<file path="config.mk">
export PLATFORM = sky130hd
export DESIGN_NAME = alu_sequencer_flat
export DESIGN_NICKNAME = d
export VERILOG_FILES = /design/src/rtl/alu_sequencer_pkg.sv /design/src/rtl/alu_sequencer_if.sv /design/src/rtl/alu_op_decoder.sv /design/src/rtl/alu_sequencer.sv /design/src/flat_wrapper.sv
export SDC_FILE = /design/constraint.sdc
export NUM_CORES = 1
export LEC_CHECK = 0
export BUFFER_PORTS_ARGS = -buffer_cell sky130_fd_sc_hd__buf_2
export CORE_ASPECT_RATIO = 1.75
export CORE_MARGIN = 5
export CORE_UTILIZATION = 51
export DETAILED_ROUTE_END_ITERATION = 7
export PLACE_DENSITY = 0.84
export SYNTH_ARGS = -nofsm -noshare
export SYNTH_HDL_FRONTEND = slang
export SYNTH_HIERARCHICAL = 1
export SYNTH_SLANG_ARGS = --single-unit
export TNS_END_PERCENT = 30
</file>
<file path="constraint.sdc">
create_clock -name clk -period 4.05 [get_ports clk]
set_clock_uncertainty 0.2 [all_clocks]
set_input_delay 0.81 -clock clk [delete_from_list [all_inputs] [get_ports clk]]
set_output_delay 0.81 -clock clk [all_outputs]
set_load 0.03 [all_outputs]
</file>
<file path="src/rtl/alu_sequencer_pkg.sv">
// Shared types for the ALU sequencer: opcodes, ALU control word, FSM states.
package alu_pkg;

  localparam int unsigned N      = 16;
  localparam int unsigned CNT_W  = 8;
  localparam int unsigned CTRL_W = 6;
  localparam int unsigned OP_W   = 4;

  typedef enum logic [OP_W-1:0] {
    OP_ADD    = 4'd0,
    OP_ADDINC = 4'd1,
    OP_OR     = 4'd2,
    OP_AND    = 4'd3,
    OP_XOR    = 4'd4,
    OP_NEGA   = 4'd5,
    OP_MULR   = 4'd6,
    OP_NOP    = 4'd7
  } op_e;

  typedef struct packed {
    logic f1;
    logic f0;
    logic ena;
    logic enb;
    logic inva;
    logic inc;
  } alu_ctrl_t;

  localparam alu_ctrl_t CTRL_ADD    = alu_ctrl_t'(6'b001100);
  localparam alu_ctrl_t CTRL_ADDINC = alu_ctrl_t'(6'b001101);
  localparam alu_ctrl_t CTRL_OR     = alu_ctrl_t'(6'b011100);
  localparam alu_ctrl_t CTRL_AND    = alu_ctrl_t'(6'b111100);
  localparam alu_ctrl_t CTRL_XOR    = alu_ctrl_t'(6'b101100);
  localparam alu_ctrl_t CTRL_NEGA   = alu_ctrl_t'(6'b001111);
  localparam alu_ctrl_t CTRL_NOP    = alu_ctrl_t'(6'b000000);

  typedef enum logic [1:0] {
    ST_IDLE = 2'd0,
    ST_EXEC = 2'd1,
    ST_DONE = 2'd2
  } state_e;

endpackage

</file>
<file path="src/rtl/alu_sequencer_if.sv">
// Op request, ALU drive/return and result handshake bundle for the sequencer.
interface alu_sequencer_if #(
  parameter int unsigned N     = 16,
  parameter int unsigned CNT_W = 8
);
  logic             op_valid;
  logic             op_ready;
  logic [3:0]       op_code;
  logic [N-1:0]     op_a;
  logic [N-1:0]     op_b;
  logic [CNT_W-1:0] op_count;
  logic [N-1:0]     alu_a;
  logic [N-1:0]     alu_b;
  logic [5:0]       alu_ctrl;
  logic [N-1:0]     alu_func;
  logic             alu_ovf;
  logic             res_valid;
  logic             res_ready;
  logic [N-1:0]     res_data;
  logic             res_ovf;
  logic             res_err;

  modport slave (
    input  op_valid, op_code, op_a, op_b, op_count, alu_func, alu_ovf, res_ready,
    output op_ready, alu_a, alu_b, alu_ctrl, res_valid, res_data, res_ovf, res_err
  );

  modport master (
    output op_valid, op_code, op_a, op_b, op_count, alu_func, alu_ovf, res_ready,
    input  op_ready, alu_a, alu_b, alu_ctrl, res_valid, res_data, res_ovf, res_err
  );
endinterface

</file>
<file path="src/rtl/alu_op_decoder.sv">
// Opcode to ALU control word decode; shared with the microcode path.
module alu_op_decoder
  import alu_pkg::*;
(
  input  op_e       i_op,
  output alu_ctrl_t o_ctrl_c,
  output logic      o_illegal_c
);

  always_comb begin
    o_ctrl_c    = CTRL_NOP;
    o_illegal_c = 1'b0;
    case (i_op)
      OP_ADD, OP_MULR: o_ctrl_c = CTRL_ADD;
      OP_ADDINC:       o_ctrl_c = CTRL_ADDINC;
      OP_OR:           o_ctrl_c = CTRL_OR;
      OP_AND:          o_ctrl_c = CTRL_AND;
      OP_XOR:          o_ctrl_c = CTRL_XOR;
      OP_NEGA:         o_ctrl_c = CTRL_NEGA;
      OP_NOP:          o_ctrl_c = CTRL_NOP;
      default:         o_illegal_c = 1'b1;
    endcase
  end

endmodule

</file>
<file path="src/rtl/alu_sequencer.sv">
// Sequences one ALU op (or a repeated-add MULR) per request and returns the result.
module alu_sequencer
  import alu_pkg::*;
#(
  parameter int unsigned N     = 16,
  parameter int unsigned CNT_W = 8
) (
  input  logic            clk,
  input  logic            rst,
  alu_sequencer_if.slave  bus
);

  state_e           r_state,    w_state_nxt;
  op_e              r_op,       w_op_nxt;
  logic             r_illegal,  w_illegal_nxt;
  logic [CNT_W-1:0] r_cnt,      w_cnt_nxt;
  logic [N-1:0]     r_alu_a,    w_alu_a_nxt;
  logic [N-1:0]     r_alu_b,    w_alu_b_nxt;
  alu_ctrl_t        r_alu_ctrl, w_alu_ctrl_nxt;
  logic [N-1:0]     r_res_data, w_res_data_nxt;
  logic             r_res_ovf,  w_res_ovf_nxt;
  logic             r_res_err,  w_res_err_nxt;
  logic             r_op_ready, w_op_ready_nxt;
  logic             r_res_valid, w_res_valid_nxt;

  op_e       w_in_op;
  alu_ctrl_t w_dec_ctrl;
  logic      w_dec_illegal;

  assign w_in_op = op_e'(bus.op_code);

  alu_op_decoder u_dec (
    .i_op        (w_in_op),
    .o_ctrl_c    (w_dec_ctrl),
    .o_illegal_c (w_dec_illegal)
  );

  always_ff @(posedge clk) begin
    if (rst) begin
      r_state     <= ST_IDLE;
      r_op        <= OP_NOP;
      r_illegal   <= 1'b0;
      r_cnt       <= '0;
      r_alu_a     <= '0;
      r_alu_b     <= '0;
      r_alu_ctrl  <= CTRL_NOP;
      r_res_data  <= '0;
      r_res_ovf   <= 1'b0;
      r_res_err   <= 1'b0;
      r_op_ready  <= 1'b1;
      r_res_valid <= 1'b0;
    end else begin
      r_state     <= w_state_nxt;
      r_op        <= w_op_nxt;
      r_illegal   <= w_illegal_nxt;
      r_cnt       <= w_cnt_nxt;
      r_alu_a     <= w_alu_a_nxt;
      r_alu_b     <= w_alu_b_nxt;
      r_alu_ctrl  <= w_alu_ctrl_nxt;
      r_res_data  <= w_res_data_nxt;
      r_res_ovf   <= w_res_ovf_nxt;
      r_res_err   <= w_res_err_nxt;
      r_op_ready  <= w_op_ready_nxt;
      r_res_valid <= w_res_valid_nxt;
    end
  end

  // Next-state and next-output logic; ALU drive is non-zero only while in EXEC.
  always_comb begin
    w_state_nxt    = r_state;
    w_op_nxt       = r_op;
    w_illegal_nxt  = r_illegal;
    w_cnt_nxt      = r_cnt;
    w_alu_a_nxt    = r_alu_a;
    w_alu_b_nxt    = r_alu_b;
    w_alu_ctrl_nxt = r_alu_ctrl;
    w_res_data_nxt = r_res_data;
    w_res_ovf_nxt  = r_res_ovf;
    w_res_err_nxt  = r_res_err;

    case (r_state)
      ST_IDLE: begin
        if (bus.op_valid) begin
          w_op_nxt       = w_in_op;
          w_illegal_nxt  = w_dec_illegal;
          w_cnt_nxt      = bus.op_count;
          w_res_data_nxt = '0;
          w_res_ovf_nxt  = 1'b0;
          w_res_err_nxt  = 1'b0;
          w_alu_ctrl_nxt = w_dec_ctrl;
          w_alu_a_nxt    = '0;
          w_alu_b_nxt    = '0;
          w_state_nxt    = ST_EXEC;
          if (w_in_op == OP_MULR) begin
            if (bus.op_count == '0) begin
              w_state_nxt    = ST_DONE;
              w_alu_ctrl_nxt = CTRL_NOP;
            end else begin
              w_alu_b_nxt = bus.op_b;
            end
          end else if (!w_dec_illegal && w_in_op != OP_NOP) begin
            w_alu_a_nxt = bus.op_a;
            w_alu_b_nxt = bus.op_b;
          end
        end
      end

      ST_EXEC: begin
        if (r_op == OP_MULR) begin
          w_res_ovf_nxt = r_res_ovf | bus.alu_ovf;
          w_cnt_nxt     = r_cnt - CNT_W'(1);
          w_alu_a_nxt   = bus.alu_func;
          if (r_cnt == CNT_W'(1)) begin
            w_res_data_nxt = bus.alu_func;
            w_state_nxt    = ST_DONE;
          end
        end else begin
          w_res_data_nxt = (r_illegal || r_op == OP_NOP) ? '0 : bus.alu_func;
          w_res_ovf_nxt  = (r_illegal || r_op == OP_NOP) ? 1'b0 : bus.alu_ovf;
          w_res_err_nxt  = r_illegal;
          w_state_nxt    = ST_DONE;
        end
        if (w_state_nxt == ST_DONE) begin
          w_alu_a_nxt    = '0;
          w_alu_b_nxt    = '0;
          w_alu_ctrl_nxt = CTRL_NOP;
        end
      end

      ST_DONE: begin
        if (bus.res_ready) w_state_nxt = ST_IDLE;
      end

      default: w_state_nxt = ST_IDLE;
    endcase

    w_op_ready_nxt  = (w_state_nxt == ST_IDLE);
    w_res_valid_nxt = (w_state_nxt == ST_DONE);
  end

  assign bus.op_ready  = r_op_ready;
  assign bus.alu_a     = r_alu_a;
  assign bus.alu_b     = r_alu_b;
  assign bus.alu_ctrl  = r_alu_ctrl;
  assign bus.res_valid = r_res_valid;
  assign bus.res_data  = r_res_data;
  assign bus.res_ovf   = r_res_ovf;
  assign bus.res_err   = r_res_err;

endmodule

</file>
<file path="src/flat_wrapper.sv">
// flat-port wrapper written by rule: the top's interface ports become plain ports
module alu_sequencer_flat import alu_pkg::*;
#(
  parameter int unsigned N     = 16,
  parameter int unsigned CNT_W = 8
)
  (clk, rst, bus_op_valid, bus_op_code, bus_op_a, bus_op_b, bus_op_count, bus_alu_func, bus_alu_ovf, bus_res_ready, bus_op_ready, bus_alu_a, bus_alu_b, bus_alu_ctrl, bus_res_valid, bus_res_data, bus_res_ovf, bus_res_err);
  alu_sequencer_if #(.N(N), .CNT_W(CNT_W)) bus_i ();
  input  logic clk;
  input  logic rst;
  input wire logic [$bits(bus_i.op_valid)-1:0] bus_op_valid;
  input wire logic [$bits(bus_i.op_code)-1:0] bus_op_code;
  input wire logic [$bits(bus_i.op_a)-1:0] bus_op_a;
  input wire logic [$bits(bus_i.op_b)-1:0] bus_op_b;
  input wire logic [$bits(bus_i.op_count)-1:0] bus_op_count;
  input wire logic [$bits(bus_i.alu_func)-1:0] bus_alu_func;
  input wire logic [$bits(bus_i.alu_ovf)-1:0] bus_alu_ovf;
  input wire logic [$bits(bus_i.res_ready)-1:0] bus_res_ready;
  output wire logic [$bits(bus_i.op_ready)-1:0] bus_op_ready;
  output wire logic [$bits(bus_i.alu_a)-1:0] bus_alu_a;
  output wire logic [$bits(bus_i.alu_b)-1:0] bus_alu_b;
  output wire logic [$bits(bus_i.alu_ctrl)-1:0] bus_alu_ctrl;
  output wire logic [$bits(bus_i.res_valid)-1:0] bus_res_valid;
  output wire logic [$bits(bus_i.res_data)-1:0] bus_res_data;
  output wire logic [$bits(bus_i.res_ovf)-1:0] bus_res_ovf;
  output wire logic [$bits(bus_i.res_err)-1:0] bus_res_err;
  assign bus_i.op_valid = bus_op_valid;
  assign bus_i.op_code = bus_op_code;
  assign bus_i.op_a = bus_op_a;
  assign bus_i.op_b = bus_op_b;
  assign bus_i.op_count = bus_op_count;
  assign bus_i.alu_func = bus_alu_func;
  assign bus_i.alu_ovf = bus_alu_ovf;
  assign bus_i.res_ready = bus_res_ready;
  assign bus_op_ready = bus_i.op_ready;
  assign bus_alu_a = bus_i.alu_a;
  assign bus_alu_b = bus_i.alu_b;
  assign bus_alu_ctrl = bus_i.alu_ctrl;
  assign bus_res_valid = bus_i.res_valid;
  assign bus_res_data = bus_i.res_data;
  assign bus_res_ovf = bus_i.res_ovf;
  assign bus_res_err = bus_i.res_err;
  alu_sequencer #(.N(N), .CNT_W(CNT_W)) u_core (.clk(clk), .rst(rst), .bus(bus_i));
endmodule
</file>
## After elaboration in Yosys (flattened, before gate mapping)

Cells that the tools add are included.

| operators by class | value |
|---|---|
| equality and inequality tests | 21 |
| multiplexer cells | 41 |
| add/sub/neg operators | 1 |
| bitwise gates (word level) | 1 |
| reduce and logical (&&, ||, !) cells | 16 |

Operator list:

| kind | count |
|---|---|
| 16-bit two-way mux | 14 |
| 16-bit one-hot mux with 2 select lines | 3 |
| 6-bit one-hot mux with 6 select lines | 1 |
| 4-bit by 3-bit equality test with 1-bit output (second input constant) | 6 |
| 6-bit two-way mux | 4 |
| 8-bit two-way mux | 2 |
| 8-bit one-hot mux with 2 select lines | 1 |
| 3-bit AND reduction | 5 |
| 2-bit two-way mux | 7 |
| 6-bit one-hot mux with 2 select lines | 1 |
| 4-bit by 2-bit equality test with 1-bit output (second input constant) | 2 |
| 8-bit by 1-bit equality test with 1-bit output (second input constant) | 1 |
| 8-bit logical NOT | 1 |
| 8-bit OR reduction | 1 |
| 8-bit by 1-bit subtractor with 8-bit output (second input constant) | 1 |
| 2-bit equality test (second input constant) | 3 |
| 2-bit one-hot mux with 3 select lines | 1 |
| 1-bit two-way mux | 5 |
| 4-bit by 1-bit equality test with 1-bit output (second input constant) | 1 |
| 2-bit logical NOT | 2 |
| 4-bit logical NOT | 1 |
| 2-bit by 1-bit inequality test with 1-bit output (second input constant) | 2 |
| 2-bit inequality test (second input constant) | 2 |
| 4-bit by 3-bit inequality test with 1-bit output (second input constant) | 1 |
| 10 further kinds | 12 |

| storage, ports and cells | value |
|---|---|
| input bits | 65 |
| flip-flop bits (word level) | 73 |
| word-level logic and storage cells | 97 |

## Longest topological paths before layout

| depth | value |
|---|---|
| word-level depth | 7 |
| depth in mapped cells | 7 |

## Modules after synthesis

Netlist, hierarchy kept.

By module, submodules not included:

| module | area an instance (um2) | sequential area each (um2) | instances | cells an instance |
|---|---|---|---|---|
| alu_sequencer | 2,869.0 | 1,461.4 | 1 | 289 |
| alu_op_decoder | 61.3 | 0.0 | 1 | 9 |

## Least setup slack after synthesis

No wires, ideal clock.

| timing path | value |
|---|---|
| path type | input -> register |
| start | input port bus_op_valid |
| end | register u_core.r_alu_b[10] (netlist: u_core/bus.alu_b[10]) |
| setup slack | 1.765 ns |
| buffers on the path | 1 |
| required time | 3.791 ns |
| arrival | 2.026 ns |
| library setup time | 0.059 ns |
| stages on the path | 5 |
| cells stage by stage | or3b_1 or4_4 o21ai_4 buf_6 a22o_1 |

| between the ends | value |
|---|---|
| longest elaborated chain between the ends | 2 |

RTL lines:

| item | RTL line | source |
|---|---|---|
| from (decl) | flat_wrapper.sv:11 | `input wire logic [$bits(bus_i.op_valid)-1:0] bus_op_valid;` |
| 2-bit inequality test (no source line) | - |  |
| 3-bit AND reduction (no source line) | - |  |
| to (signal assigned) | alu_sequencer.sv:58 | `r_alu_b <= w_alu_b_nxt;` |
| to (decl) | alu_sequencer.sv:18 | `logic [N-1:0] r_alu_b, w_alu_b_nxt;` |

No other way between the ends.
A chain may end at the register's enable or synchronous reset.

## Worst setup path after layout

| timing path | value |
|---|---|
| start | register u_core.r_op[3] |
| end | register u_core.r_res_data[9] (netlist: u_core/bus.res_data[9]) |

| between the ends | value |
|---|---|
| longest elaborated chain between the ends | 5 |

RTL lines:

| item | RTL line | source |
|---|---|---|
| from (decl) | alu_sequencer.sv:14 | `op_e r_op, w_op_nxt;` |
| from (signal assigned) | alu_sequencer.sv:54 | `r_op <= w_op_nxt;` |
| 4-bit by 3-bit equality test with 1-bit output | alu_sequencer.sv:118 | `w_res_data_nxt = (r_illegal \|\| r_op == OP_NOP) ? '0 : bus.alu_func;` |
| 1-bit logical OR | alu_sequencer.sv:118 |  |
| 16-bit two-way mux | alu_sequencer.sv:118 |  |
| 16-bit two-way mux | alu_sequencer.sv:109 | `if (r_op == OP_MULR) begin` |
| 16-bit one-hot mux with 2 select lines | alu_sequencer.sv:81 | `case (r_state)` |
| to (signal assigned) | alu_sequencer.sv:60 | `r_res_data <= w_res_data_nxt;` |
| to (decl) | alu_sequencer.sv:20 | `logic [N-1:0] r_res_data, w_res_data_nxt;` |

Several ways; a longest one is shown, not always the timed one.

==> reports/metrics.cfg <==
[run_status]
outcome = finished clean

[yosys]
ys.flop_type = dfxtp_1
synth.net_count = 365
yosysTopAreaCellShare_pct = 49.9
avgSynthCellArea_um2 = 9.83
synthTopCellsByArea = dfxtp_1 50%, a22o_1 11%, a221oi_1 5.1%
ys_types = 45
ys_seq_area_share_pct = 49.9
async_flop_share_pct = 0
synth_edf_count = 0
ys_seq_elements = 73
yosysWarnings = 6
synth_cells = 298
synth_area_um2 = 2930
yosysTopAreaCell = dfxtp_1

[placed_design]
gp_congestion = 0.905
port_buffers = 122
dpl.hpwl_um = 5910
place_inst = 477

[finish]
fin_util_pct = 67.6
layout_common_cells = 122 x buf_2, 73 x dfxtp_1, 37 x a22o_1, 25 x nor2_1, 20 x nor3_1
mostFrequentLayoutCell = buf_2
nets = 479
diodes = 0
layout-drive-gt1-share_pct = 35.5
layout.cells.non_filler = 493
syn2layout_area_growth_pct = 28.8

[drt]
drc = 0
antenna_left = 0
via_per_inst = 5.73
drt_iter0_drc = 142
routed-via-count = 2826
wirelength_um = 8130
routedWlPerCell_um = 16.5
drt_first_pass_iters = 4

[clocking]
post_cts_buffers = 0
cts_max_path_buffers = 2
clk_pin_slew_ns = 0.07
cts_resized = 0
cts-htree-levels = 3
cts_root_buf = clkbuf_8
clock_latency_ns = 0.34
cts_hold_buf = 0
cts_buffers = 9
cts_sinks = 73
cts_tree = built

[power_and_ir_drop]
leakagePower_uw = 0.00171
vdd_drop_max_mv = 0.399
total_power_uw = 1750
powerDensity_nw_per_um2 = 464

[sta]
finalSetupViolCount = 0
fmaxAchievable_mhz = 396
slew_headroom_pct = 24.4
finalCritPeriodShare_pct = 62.3
hold_slack_ns = 0.268
final.min_clock_period_ns = 2.52
fin_tns_setup_ns = 0
hold_violations = 0
drv_slew = 0
rsz0062_at_grt = no
worst_pin_slew_ns = 1.13

[global_routing]
overflow = 0
grt_pass1_wl_um = 12700
met3_usage_pct = 4.26
antenna_found_initial = 0
busiest_layer = met2
grt_usage_pct = 22.4
first_global_vias = 2876
gr-usage-met2_pct = 39.5
grt_max_degree = 43
grt_use_met1_pct = 23.1

[floorplan]
die_area_um2 = 7420
start_util_pct = 52.5
fp-row-count = 36
pin_count = 123
fp.dieH_um = 110
die_w_um = 67.3
core_um2 = 5590

[worst_setup_path]
crit_chain = nand4bb_1, a211o_1, a21oi_4, a22o_1
worst_path_largest_cell_delay_ns = 0.74
worst_setup_path_start_kind = flip-flop
regToRegStartpoint = u_core/r_op[3]
r2r_slack_ns = 1.53
critPathCapture = u_core/bus.res_data[9]
cp.arrival_ns = 2.60
crit_start = u_core/r_op[3]
crit_slowest_cell = a21oi_4
crit_fanout = 37
cp_num_cells = 4
r2r_cells = 4
path_buf_inv = 0
crit_path_end_kind = flip-flop
r2r_end = u_core/bus.res_data[9]
worst_ep_required_time_ns = 4.12
cpLargestDelayFamily = compound AO/OA/AOI/OAI gates
criticalPathCategory = reg2reg

[hold_path]
hold_depth = 2
hold_path.class = reg2reg

[flow_run]
maxCapViolCount = 0

worst reg2reg max path, cell delays in order, from the launching register on:
cell and delay (ns):
dfxtp_1 0.32, nand4bb_1 0.46, a211o_1 0.45, a21oi_4 0.74, a22o_1 0.30
per-stage QoR:
step,area (um2),setup WS (ns)
after floorplan,2930,1.77
after global placement,3540,1.28
after detailed placement,3540,1.20
after CTS,3770,1.54
after global routing,3770,1.36
final,3770,1.53
logic make-up after synthesis:
family,share of synthesized area (%)
muxes,0.342
AOI/OAI and AO/OA,25.8
adders and majority gates,0.854
buffers and inverters,3.89
DFF,49.9
and+or+nand+nor,19.2
synthesized netlist by cell type (all sizes together) (3+ instances only):
master	count
a221oi	17
dfxtp	73
nand3	4
clkbuf	12
a31oi	5
o21ai	13
nor2	25
and2	5
nor4	3
a21oi	16
nor3b	6
nand2	14
nor3	21
nand3b	8
a22o	37
buf	9
how the worst min path moves through the flow:
stage,startpoint,endpoint
global route,u_core/bus.alu_b[6],u_core/bus.alu_b[6]
global placement,u_core/r_op[3],u_core/r_op[3]
CTS,u_core/r_op[3],u_core/r_op[3]
floorplan,u_core/r_op[0],u_core/r_op[0]
detailed placement,u_core/bus.alu_b[7],u_core/bus.alu_b[7]
finish,u_core/r_op[3],u_core/r_op[3]
power by group:
group | switching [uW] | internal, uW | leakage [uW]
Combinational | 207 | 112 | 0.00100
Clock | 259 | 378 | 0.000115
Sequential | 29.2 | 763 | 0.000597
layout make-up:
| cell class | count | area, um2 |
|---|---|---|
| clock buffer | 11 | 151 |
| clock inverter | 5 | 77.6 |
| tap | 76 | 95.1 |
| sequential | 73 | 1460 |
| multi-input combinational | 202 | 1360 |
| timing repair buffer | 124 | 626 |
| inverter | 2 | 7.51 |
| fill | 505 | 1810 |
flip-flops by register name (all words and copies together) (netlist names):
register,cells
u_core/r_illegal,1
u_core/bus.alu_b,16
u_core/bus.res_valid,1
u_core/bus.alu_ctrl,6
u_core/r_op,4
u_core/bus.op_ready,1
u_core/bus.res_err,1
u_core/bus.res_data,16
u_core/r_cnt,8
u_core/bus.res_ovf,1
u_core/bus.alu_a,16
u_core/r_state,2
metal layers:
layer / wire (um) / vias up
met5: 0 / -
met2: 4360 / 114
met3: 516 / 25
li1: - / 1358
met4: 290 / 0
met1: 2970 / 1329
Note: power is estimated with default switching activity, not from simulation.
